===== src/rtl/tt_vpu_ovi_pkg.sv =====
// rtl/tt_vpu_ovi_pkg.sv - shared types and widths for the OVI issue controller
package tt_vpu_ovi_pkg;

  localparam int OVI_VCSR_W   = 40;
  localparam int OVI_VSTART_W = 14;
  localparam int OVI_SB_W     = 5;

  typedef logic [OVI_SB_W-1:0] sb_id_t;

  typedef struct packed {
    logic [31:0]           inst;
    logic [63:0]           scalar_opnd;
    logic [OVI_VCSR_W-1:0] vcsr;
    logic                  lmulb2;
  } ovi_issue_t;

  typedef struct packed {
    sb_id_t                  sb_id;
    logic [4:0]              fflags;
    logic [63:0]             dest_reg;
    logic                    vxsat;
    logic [OVI_VSTART_W-1:0] vstart;
    logic                    illegal;
  } ovi_completed_t;

endpackage


===== src/rtl/tt_vpu_ovi_age_fifo.sv =====
// rtl/tt_vpu_ovi_age_fifo.sv - 32-entry sb_id FIFO holding issued-but-undispatched ids in age order
module tt_vpu_ovi_age_fifo
  import tt_vpu_ovi_pkg::*;
(
  input  logic       clk,
  input  logic       reset,
  input  logic       push_i,
  input  sb_id_t     push_sb_id_i,
  input  logic       pop_i,
  output sb_id_t     head_sb_id_o,
  output logic       empty_o,
  output logic [5:0] count_o
);

  localparam logic [5:0] DEPTH = 6'd32;

  sb_id_t     mem_q [32];
  logic [5:0] wr_ptr_q, wr_ptr_d;
  logic [5:0] rd_ptr_q, rd_ptr_d;
  logic       push_ok;
  logic       pop_ok;

  // Pointers carry one extra wrap bit so full and empty are distinguishable.
  assign count_o      = wr_ptr_q - rd_ptr_q;
  assign empty_o      = (count_o == 6'd0);
  assign push_ok      = push_i & (count_o != DEPTH);
  assign pop_ok       = pop_i & ~empty_o;
  assign head_sb_id_o = mem_q[rd_ptr_q[4:0]];

  always_comb begin
    wr_ptr_d = wr_ptr_q;
    rd_ptr_d = rd_ptr_q;
    if (push_ok) wr_ptr_d = wr_ptr_q + 6'd1;
    if (pop_ok)  rd_ptr_d = rd_ptr_q + 6'd1;
  end

  always_ff @(posedge clk) begin
    if (reset) begin
      wr_ptr_q <= '0;
      rd_ptr_q <= '0;
    end else begin
      wr_ptr_q <= wr_ptr_d;
      rd_ptr_q <= rd_ptr_d;
    end
  end

  always_ff @(posedge clk) begin
    if (push_ok) mem_q[wr_ptr_q[4:0]] <= push_sb_id_i;
  end

endmodule


===== src/rtl/tt_vpu_ovi_issue_ctrl.sv =====
// rtl/tt_vpu_ovi_issue_ctrl.sv - core-side OVI issue/dispatch/completion controller
// Define TT_VPU_OVI_ISSUE_CHECK_EN to compile in the sticky protocol error detectors.
module tt_vpu_ovi_issue_ctrl #(
  parameter int INIT_CREDITS = 4,
  parameter int NUM_SB       = 32
) (
  input  logic        clk,
  input  logic        reset,
  input  logic        req_valid,
  output logic        req_ready,
  input  logic [31:0] req_inst,
  input  logic [63:0] req_scalar_opnd,
  input  logic [39:0] req_vcsr,
  input  logic        req_vcsr_lmulb2,
  output logic [4:0]  req_sb_id,
  output logic        issue_valid,
  output logic [31:0] issue_inst,
  output logic [4:0]  issue_sb_id,
  output logic [63:0] issue_scalar_opnd,
  output logic [39:0] issue_vcsr,
  output logic        issue_vcsr_lmulb2,
  input  logic        issue_credit,
  input  logic        commit_valid,
  input  logic        commit_kill,
  output logic        commit_ready,
  output logic [4:0]  dispatch_sb_id,
  output logic        dispatch_next_senior,
  output logic        dispatch_kill,
  input  logic        completed_valid,
  input  logic [4:0]  completed_sb_id,
  input  logic [4:0]  completed_fflags,
  input  logic [63:0] completed_dest_reg,
  input  logic        completed_vxsat,
  input  logic [13:0] completed_vstart,
  input  logic        completed_illegal,
  output logic        resp_valid,
  output logic [4:0]  resp_sb_id,
  output logic [4:0]  resp_fflags,
  output logic [63:0] resp_dest_reg,
  output logic        resp_vxsat,
  output logic [13:0] resp_vstart,
  output logic        resp_illegal,
  output logic        proto_err
);

  import tt_vpu_ovi_pkg::*;

  localparam logic [4:0] INIT_CNT   = 5'(INIT_CREDITS);
  localparam logic [5:0] FIFO_DEPTH = 6'd32;

  logic [4:0]        credit_cnt_q, credit_cnt_d;
  logic [NUM_SB-1:0] busy_q, busy_d;
  logic [NUM_SB-1:0] senior_q, senior_d;

  logic           issue_valid_q;
  sb_id_t         issue_sb_id_q;
  ovi_issue_t     issue_q;
  ovi_issue_t     issue_in;
  sb_id_t         dispatch_sb_id_q;
  logic           dispatch_senior_q;
  logic           dispatch_kill_q;
  logic           resp_valid_q;
  ovi_completed_t resp_q;
  ovi_completed_t comp_in;

  sb_id_t     alloc_id;
  sb_id_t     fifo_head;
  logic       fifo_empty;
  logic [5:0] fifo_cnt;
  logic       fire;
  logic       commit_fire;

  // Lowest clear bit of the registered map, so an id freed this cycle is not reused until next cycle.
  always_comb begin
    alloc_id = '0;
    for (int i = NUM_SB - 1; i >= 0; i--) begin
      if (!busy_q[i]) alloc_id = sb_id_t'(i);
    end
  end

  // The FIFO count can never exceed the busy population; the term only guards the push.
  assign req_ready    = (credit_cnt_q != 5'd0) & ~&busy_q & (fifo_cnt != FIFO_DEPTH);
  assign req_sb_id    = alloc_id;
  assign fire         = req_valid & req_ready;
  assign commit_ready = ~fifo_empty;
  assign commit_fire  = commit_valid & ~fifo_empty;

  assign issue_in = {req_inst, req_scalar_opnd, req_vcsr, req_vcsr_lmulb2};
  assign comp_in  = {completed_sb_id, completed_fflags, completed_dest_reg,
                     completed_vxsat, completed_vstart, completed_illegal};

  tt_vpu_ovi_age_fifo u_age_fifo (
    .clk          (clk),
    .reset        (reset),
    .push_i       (fire),
    .push_sb_id_i (alloc_id),
    .pop_i        (commit_fire),
    .head_sb_id_o (fifo_head),
    .empty_o      (fifo_empty),
    .count_o      (fifo_cnt)
  );

  always_comb begin
    credit_cnt_d = credit_cnt_q;
    if (fire && !issue_credit) begin
      credit_cnt_d = credit_cnt_q - 5'd1;
    end else if (!fire && issue_credit && (credit_cnt_q != INIT_CNT)) begin
      credit_cnt_d = credit_cnt_q + 5'd1;
    end
  end

  // Frees are applied before the allocation so a bogus completion cannot undo a fresh grant.
  always_comb begin
    busy_d   = busy_q;
    senior_d = senior_q;
    if (commit_fire) begin
      if (commit_kill) busy_d[fifo_head]   = 1'b0;
      else             senior_d[fifo_head] = 1'b1;
    end
    if (completed_valid) begin
      busy_d[completed_sb_id]   = 1'b0;
      senior_d[completed_sb_id] = 1'b0;
    end
    if (fire) busy_d[alloc_id] = 1'b1;
  end

  always_ff @(posedge clk) begin
    if (reset) begin
      credit_cnt_q      <= INIT_CNT;
      busy_q            <= '0;
      senior_q          <= '0;
      issue_valid_q     <= 1'b0;
      issue_sb_id_q     <= '0;
      issue_q           <= '0;
      dispatch_sb_id_q  <= '0;
      dispatch_senior_q <= 1'b0;
      dispatch_kill_q   <= 1'b0;
      resp_valid_q      <= 1'b0;
      resp_q            <= '0;
    end else begin
      credit_cnt_q      <= credit_cnt_d;
      busy_q            <= busy_d;
      senior_q          <= senior_d;
      issue_valid_q     <= fire;
      dispatch_senior_q <= commit_fire & ~commit_kill;
      dispatch_kill_q   <= commit_fire & commit_kill;
      resp_valid_q      <= completed_valid;
      if (fire) begin
        issue_sb_id_q <= alloc_id;
        issue_q       <= issue_in;
      end
      if (commit_fire)     dispatch_sb_id_q <= fifo_head;
      if (completed_valid) resp_q           <= comp_in;
    end
  end

`ifdef TT_VPU_OVI_ISSUE_CHECK_EN
  logic proto_err_q;
  logic credit_ovf;
  logic commit_empty;
  logic comp_nonsenior;

  assign credit_ovf     = issue_credit & ~fire & (credit_cnt_q == INIT_CNT);
  assign commit_empty   = commit_valid & fifo_empty;
  assign comp_nonsenior = completed_valid & ~senior_q[completed_sb_id];

  always_ff @(posedge clk) begin
    if (reset) proto_err_q <= 1'b0;
    else if (credit_ovf | commit_empty | comp_nonsenior) proto_err_q <= 1'b1;
  end

  assign proto_err = proto_err_q;
`else
  assign proto_err = 1'b0;
`endif

  assign issue_valid          = issue_valid_q;
  assign issue_sb_id          = issue_sb_id_q;
  assign issue_inst           = issue_q.inst;
  assign issue_scalar_opnd    = issue_q.scalar_opnd;
  assign issue_vcsr           = issue_q.vcsr;
  assign issue_vcsr_lmulb2    = issue_q.lmulb2;
  assign dispatch_sb_id       = dispatch_sb_id_q;
  assign dispatch_next_senior = dispatch_senior_q;
  assign dispatch_kill        = dispatch_kill_q;
  assign resp_valid           = resp_valid_q;
  assign resp_sb_id           = resp_q.sb_id;
  assign resp_fflags          = resp_q.fflags;
  assign resp_dest_reg        = resp_q.dest_reg;
  assign resp_vxsat           = resp_q.vxsat;
  assign resp_vstart          = resp_q.vstart;
  assign resp_illegal         = resp_q.illegal;

endmodule

===== config.mk =====
export PLATFORM = sky130hd
export DESIGN_NAME = tt_vpu_ovi_issue_ctrl
export DESIGN_NICKNAME = d
export VERILOG_FILES = /design/src/rtl/tt_vpu_ovi_pkg.sv /design/src/rtl/tt_vpu_ovi_age_fifo.sv /design/src/rtl/tt_vpu_ovi_issue_ctrl.sv
export SDC_FILE = /design/constraint.sdc
export NUM_CORES = 1
export LEC_CHECK = 0
export BUFFER_PORTS_ARGS = -buffer_cell sky130_fd_sc_hd__buf_2
export CAP_MARGIN = 5
export CORE_ASPECT_RATIO = 2
export CORE_MARGIN = 3
export CORE_UTILIZATION = 40
export DETAILED_ROUTE_END_ITERATION = 16
export PLACE_DENSITY = 0.74
export RECOVER_POWER = 25
export SYNTH_ARGS = -nofsm -noshare
export SYNTH_HDL_FRONTEND = slang
export SYNTH_HIERARCHICAL = 1
export SYNTH_SLANG_ARGS = --single-unit
export TNS_END_PERCENT = 1

===== constraint.sdc =====
create_clock -name clk -period 5.2 [get_ports clk]
set_clock_uncertainty 0.15 [all_clocks]
set_input_delay 1.04 -clock clk [delete_from_list [all_inputs] [get_ports clk]]
set_output_delay 1.04 -clock clk [all_outputs]
set_load 0.02 [all_outputs]

==> reports/metrics.yaml, run 1 <==
status: "finished, violations left"
violations: "capacitance limit, slew limit"
setup_viol: 0
worstHoldStart: "issue_inst[2]$_SDFFE_PP0P_"
synth_flop_cell: "dfxtp_1"
dp_hpwl_mm: 40.8
p_int_uw: 6890
power.leakage_uw: 0.00866
holdPathStages: 2
worstSkewPairLatency_ns: 0.56
grt_setup_unrepaired: "no"
drtIter0Drc: 1106
arrival_ns: 3.13
max_cap_viol_count: 1
largest_register_ffs: 160
startpoint_type: "flip-flop"
layout-drive-gt1-share: 0.252
timing.rr.end: "credit_cnt_q[3]$_SDFFE_PP0P_"
rows: 109
r2r_start: "u_age_fifo/rd_ptr_q[1]$_SDFFE_PP0P_"
grt_max_degree: 147
synthTopCellsByCount: "nand2_1, dfxtp_1, a21oi_1"
port_buffers: 481
grt_pass1_wl_mm: 81.5
cts_buffer_depth: 3
hold_buffers: 0
core_sq_um: 44500
crit_slowest_cell: "dfxtp_1"
die_x_um: 156
place_area_sq_um: 20900
path_cells: "inv_1 -> ha_1 -> fa_1 -> nand2b_1 -> a21oi_2 -> xor2_2 -> nand2b_1 -> o22ai_1 -> a21oi_1 -> buf_2"
track_usage: 0.218
reg2reg_slack_ns: 0.89
gp_routability_congestion: 0.989
p_seq_frac: 0.410
post_cts_buffers: 0
hold_class: "flip-flop to flip-flop"
cts_root_buf: "clkbuf_16"
tns_ns: 0
totalWireLength_mm: 55.5
peakVddDrop_v: 0.000313
detail-route-antenna-nets: 0
swShare: 0.357
clock-sinks: 455
synthesis.area_sq_um: 18100
crit_type: "flip-flop to output port"
hold_viol_final: 0
drcViolationCount: 0
relSlewSlack: -0.841
reg2reg_depth: 12
netlist_top_cells_area: "dfxtp_1, edfxtp_1, nand2_1"
yosysUniqueCellTypes: 75
p_sw_uw: 3820
synthesis.nets: 1895
finalCritPeriodShare: 0.831
power_density_nw_per_um2: 485
fmax_ghz: 0.231
synth-seq-cells: 455
syn-instance-count: 1646
die_area_sq_um: 47900
synth-seq-area-share: 0.592
avgSynthCellArea_sq_um: 11.0
initial_core_util: 0.407
yosysTopAreaCellShare: 0.327
grt_pass1_vias: 14400
area_growth_pct: 22.2
antenna_found_initial: 4
cts_resized: 0
num_io_pins: 483
nets: 2340
chipHeight_um: 307
final_area_sq_um: 22100
tritoncts: "yes"
critPathMaxFanout: 5
synth_edf_count: 160
synth_top_cell_by_area: "dfxtp_1"
hold_ws_ns: 0.304
clk_pin_slew_ns: 0.06
cts_made_buffers: 41
worst_pin_slew_ns: 2.76
async_flop_share: 0
yosysWarnings: 6
yosysMostFrequentCell: "nand2_1"
fin_crit_ns: 4.32
crit_top_cell: "nand2b_1"
num_vias: 14500
overflow: 0
required_ns: 4.01
worst_setup_path_end_kind: "output port"
pwr-share-clk: 0.282
cpPeakStageDelay_ns: 0.40
vias_per_cell: 5.40
htreeDepth: 2
comb_power_share: 0.307
holdPathEnd: "issue_inst[2]$_SDFFE_PP0P_"
maxSlewViolCount: 130
wl_per_cell_um: 20.7
drt_pre_antenna_iters: 5
fillCellCount: 4062
-- logic make-up after synthesis --
logic type,Yosys count,share of synthesized area
xor gates and xnor gates,8,0.00429
and+or+nand+nor,615,0.149
buffers and inverters,123,0.0289
AOI/OAI and AO/OA,275,0.0936
muxes,154,0.121
other,1,0.000207
DFF,455,0.592
adders and majority gates,15,0.0112
-- worst max-delay path: cells and delay by family, from the launching register on --
family,cells,cell delay (ns)
AO/OA/AOI/OAI,3,0.47
XOR/XNOR,1,0.29
adder cells (fa/ha/maj),2,0.64
buffers and inverters,2,0.38
flip-flops,1,0.40
AND/OR/NAND/NOR,2,0.39
-- per-layer routing --
layer / track usage / vias up / routed length [um]
met5: 0 / - / 13
met2: 0.396 / 648 / 28900
met1: 0.219 / 6894 / 18600
li1: - / 6707 / -
met4: 0.146 / 2 / 4000
met3: 0.0446 / 204 / 4020
-- through the flow --
stage / instances / setup WS (ns) / util / total power [uW]
2_1_floorplan: 1646 / 1.24 / - / 6660
3_3_place_gp: 2603 / 1.06 / 0.471 / 7700
5_1_grt: 2678 / 0.664 / 0.497 / 11200
3_5_place_dp: 2603 / 1.00 / 0.471 / 7770
4_1_cts: 2675 / 0.857 / 0.501 / 10800
6_report: 2678 / 0.880 / 0.497 / 10700
-- worst max path at each step --
| stage | startpoint | to | slack, ns | cells after the start |
|---|---|---|---|---|
| after CTS | u_age_fifo/wr_ptr_q[0]$_SDFFE_PP0P_ | req_ready | 0.86 | 10 |
| after global routing | u_age_fifo/rd_ptr_q[1]$_SDFFE_PP0P_ | credit_cnt_q[3]$_SDFFE_PP0P_ | 0.66 | 12 |
| after floorplan | u_age_fifo/wr_ptr_q[0]$_SDFFE_PP0P_ | credit_cnt_q[4]$_SDFFE_PP0P_ | 1.24 | 19 |
| after global placement | u_age_fifo/wr_ptr_q[0]$_SDFFE_PP0P_ | credit_cnt_q[4]$_SDFFE_PP0P_ | 1.06 | 18 |
| final | u_age_fifo/wr_ptr_q[0]$_SDFFE_PP0P_ | req_ready | 0.88 | 10 |
| after detailed placement | u_age_fifo/wr_ptr_q[0]$_SDFFE_PP0P_ | credit_cnt_q[4]$_SDFFE_PP0P_ | 1.00 | 18 |
-- cell usage in the layout, fill, tap and decap left out, types with 4 or more instances in the layout --
cell,n
nand2_1,325
nor3_1,8
nor2b_1,11
nand3_1,17
o2111ai_1,27
buf_4,19
or2_0,8
mux2i_1,93
nand4_1,16
clkbuf_16,43
a21oi_1,164
nand2b_1,5
xnor2_1,5
mux2_2,8
ha_1,13
or3b_2,5
o31ai_1,15
or3_1,9
nor2_1,156
inv_1,21
mux4_2,50
o21ai_1,16
or4_1,4
nand3b_1,11
o221ai_1,5
a21o_1,8
or2_2,20
clkbuf_1,139
edfxtp_1,160
buf_2,346
o21ai_0,15
clkinv_1,8
dfxtp_1,293
-- final cells by class --
cell class | count | area [sq um] | share of cell area
Multi-Input combinational cell | 1068 | 6860 | 0.310
Antenna cell | 3 | 7.51 | 0.000340
Tap cell | 555 | 694 | 0.0314
Clock buffer | 51 | 1130 | 0.0510
Sequential cell | 455 | 10700 | 0.485
Timing Repair Buffer | 500 | 2400 | 0.109
Inverter | 25 | 96.3 | 0.00436
Clock inverter | 21 | 199 | 0.00900
-- power groups by stage --
stage	Sequential [uW]	Combinational (uW)	Clock, uW
final	4400	3290	3030
after global routing	4440	3550	3230
after CTS	4390	3320	3100
after detailed placement	4470	3300	0
after global placement	4450	3240	0
after floorplan	4740	1910	0
Power figures use the tool's default switching activity.
==> inputs of run 2 (changes only) <==
--- a/config.mk
+++ b/config.mk
@@ -11,7 +11,7 @@
 export CORE_MARGIN = 3
 export CORE_UTILIZATION = 40
 export DETAILED_ROUTE_END_ITERATION = 16
-export PLACE_DENSITY = 0.74
+export PLACE_DENSITY = 0.77
 export RECOVER_POWER = 25
 export SYNTH_ARGS = -nofsm -noshare
 export SYNTH_HDL_FRONTEND = slang
==> constraint.sdc (replaced) <==
create_clock -name clk -period 3.9 [get_ports clk]
set_clock_uncertainty 0.15 [all_clocks]
set_input_delay 0.78 -clock clk [delete_from_list [all_inputs] [get_ports clk]]
set_output_delay 0.78 -clock clk [all_outputs]
set_load 0.02 [all_outputs]
==> run 2 against run 1 <==
  * The flow now finishes without violations
  * Register-to-register slack worse by 0.73 ns
  * Core utilization up 0.92 points
  * Worst hold slack worse by 0.0011 ns
  * Non-clock buffer count up 13
  * Power up 39%
  * Critical path depth unchanged
==> reports/metrics.yaml, run 2 (synthesized netlist as in run 1, its figures left out) <==
status: "finished clean"
crit_slowest_cell: "fa_2"
die_area_sq_um: 47900
required_ns: 2.97
wl_per_cell_um: 20.4
cts_made_buffers: 40
clock-sinks: 455
r2r_start: "u_age_fifo/wr_ptr_q[0]$_SDFFE_PP0P_"
layout-drive-gt1-share: 0.273
critPathBufInv: 2
fillCellCount: 3909
cp.depth: 10
rows: 109
swShare: 0.344
p_sw_uw: 5120
worstHoldStart: "issue_scalar_opnd[5]$_SDFFE_PP0P_"
hold_viol_final: 0
crit_type: "flip-flop to output port"
arrival_ns: 2.84
largest_register_ffs: 160
area_growth_pct: 24.4
p_seq_frac: 0.389
final_cell_mix: "buf_2, nand2_1, dfxtp_1"
fmax_ghz: 0.265
overflow: 0
totalWireLength_mm: 54.9
tritoncts: "yes"
grt_max_degree: 150
gp_routability_congestion: 0.954
critPathMaxFanout: 4
worstSetupStartpoint: "u_age_fifo/wr_ptr_q[0]$_SDFFE_PP0P_"
initial_core_util: 0.407
power_uw: 14900
cts_buffer_depth: 3
htreeDepth: 2
dp.cells: 2614
setup_viol: 0
maxSlewViolCount: 0
power_density_nw_per_um2: 663
grt_pass1_wl_mm: 81.6
peakVddDrop_v: 0.000702
max_cap_viol_count: 0
num_io_pins: 483
chipHeight_um: 307
comb_power_share: 0.309
startpoint_type: "flip-flop"
cts_root_buf: "clkbuf_16"
critPathTopFamily: "adder cells"
port_buffers: 481
pwr-share-clk: 0.302
reg2reg_depth: 16
dp_slack_ns: 0.0204
relSlewSlack: 0.0283
hold_ws_ns: 0.303
power.leakage_uw: 0.00893
worst_pin_slew_ns: 1.46
path_cells: "inv_1 -> ha_1 -> fa_2 -> nand2b_1 -> a21oi_2 -> xor2_2 -> nand2b_4 -> o22ai_1 -> a21oi_1 -> buf_2"
worst_setup_path_end_kind: "output port"
antenna_found_initial: 6
drt_pre_antenna_iters: 5
cpPeakStageDelay_ns: 0.35
vias_per_cell: 5.45
detail-route-antenna-nets: 0
track_usage: 0.216
nets: 2352
grt_pass1_vias: 14500
drcViolationCount: 0
final_common_cell: "buf_2"
worstSkewPairLatency_ns: 0.54
finalCritPeriodShare: 0.966
hold_class: "flip-flop to flip-flop"
num_vias: 14700
fin_ws_ns: 0.131
clk_pin_slew_ns: 0.07
dp_hpwl_mm: 40.1
core_sq_um: 44500
holdPathStages: 2
die_x_um: 156
drtIter0Drc: 1148
fin_crit_ns: 3.77
p_int_uw: 9790
fin_cells: 2691
run 2: cell types whose count changed in the layout (fill, tap and decap cells not counted), moves of 3 or more:
cell and delta:
buf_12 +3, buf_2 +18, buf_4 +7, bufinv_16 +5, clkbuf_1 -21, clkbuf_8 +5, clkinv_1 -7
run 2: worst register-to-register path, cell delays in order (launching register included):
cell      delay [ns]
dfxtp_1         0.33
inv_1           0.09
ha_1            0.24
fa_2            0.54
inv_1           0.05
or4_4           0.54
o221ai_2        0.23
a21o_4          0.13
nor2_4          0.05
inv_1           0.08
fa_2            0.22
inv_1           0.06
a21o_1          0.18
a21oi_2         0.19
nor3_2          0.07
a21oi_2         0.15
mux2_1          0.33
run 2: per-layer routing:
| metal | up-vias | track usage | wire length (um) | part of all wire |
|---|---|---|---|---|
| li1 | 6738 | - | - | - |
| met1 | 7014 | 0.218 | 18500 | 0.34 |
| met2 | 684 | 0.399 | 28800 | 0.53 |
| met3 | 215 | 0.0520 | 4120 | 0.075 |
| met4 | 6 | 0.119 | 3400 | 0.062 |
| met5 | - | 0 | 41 | 0.00075 |
run 2: power by group through the flow:
| stage | Clock (uW) | Sequential, uW | Combinational, uW |
|---|---|---|---|
| 3_5_place_dp | 0 | 5890 | 4510 |
| 2_1_floorplan | 0 | 6330 | 2550 |
| 6_report | 4510 | 5800 | 4610 |
| 4_1_cts | 4580 | 5790 | 4540 |
| 5_1_grt | 4760 | 5850 | 4950 |
| 3_3_place_gp | 0 | 5860 | 4420 |
run 2: layout make-up:
cell class,instances,area (sq um),share of cell area
Clock inverter,18,310,0.0138
Clock buffer,53,1220,0.0540
Multi-Input combinational cell,1068,6910,0.307
Timing Repair Buffer,513,2560,0.114
Antenna cell,4,10.0,0.000445
Inverter,25,96.3,0.00428
Sequential cell,455,10700,0.476
Tap cell,555,694,0.0309
run 2: timing repair:
action	CTS	global route
hold buffers	0	0
setup buffers	0	2
gates resized for setup	0	10
endpoints found under the setup margin	0	3
run 2: final timing paths:
check / endpoint / slack [ns]
max: req_ready / 0.13
min: issue_scalar_opnd[5]$_SDFFE_PP0P_ / 0.30
max reg2reg: credit_cnt_q[4]$_SDFFE_PP0P_ / 0.16
min reg2reg: issue_scalar_opnd[5]$_SDFFE_PP0P_ / 0.30
run 2: stage by stage:
stage,utilization,setup TNS (ns),cell area [sq um]
2_1_floorplan,-,0,18100
4_1_cts,0.508,0,22600
5_1_grt,0.506,-0.0281,22500
3_3_place_gp,0.474,0,21100
3_5_place_dp,0.474,0,21100
6_report,0.506,0,22500
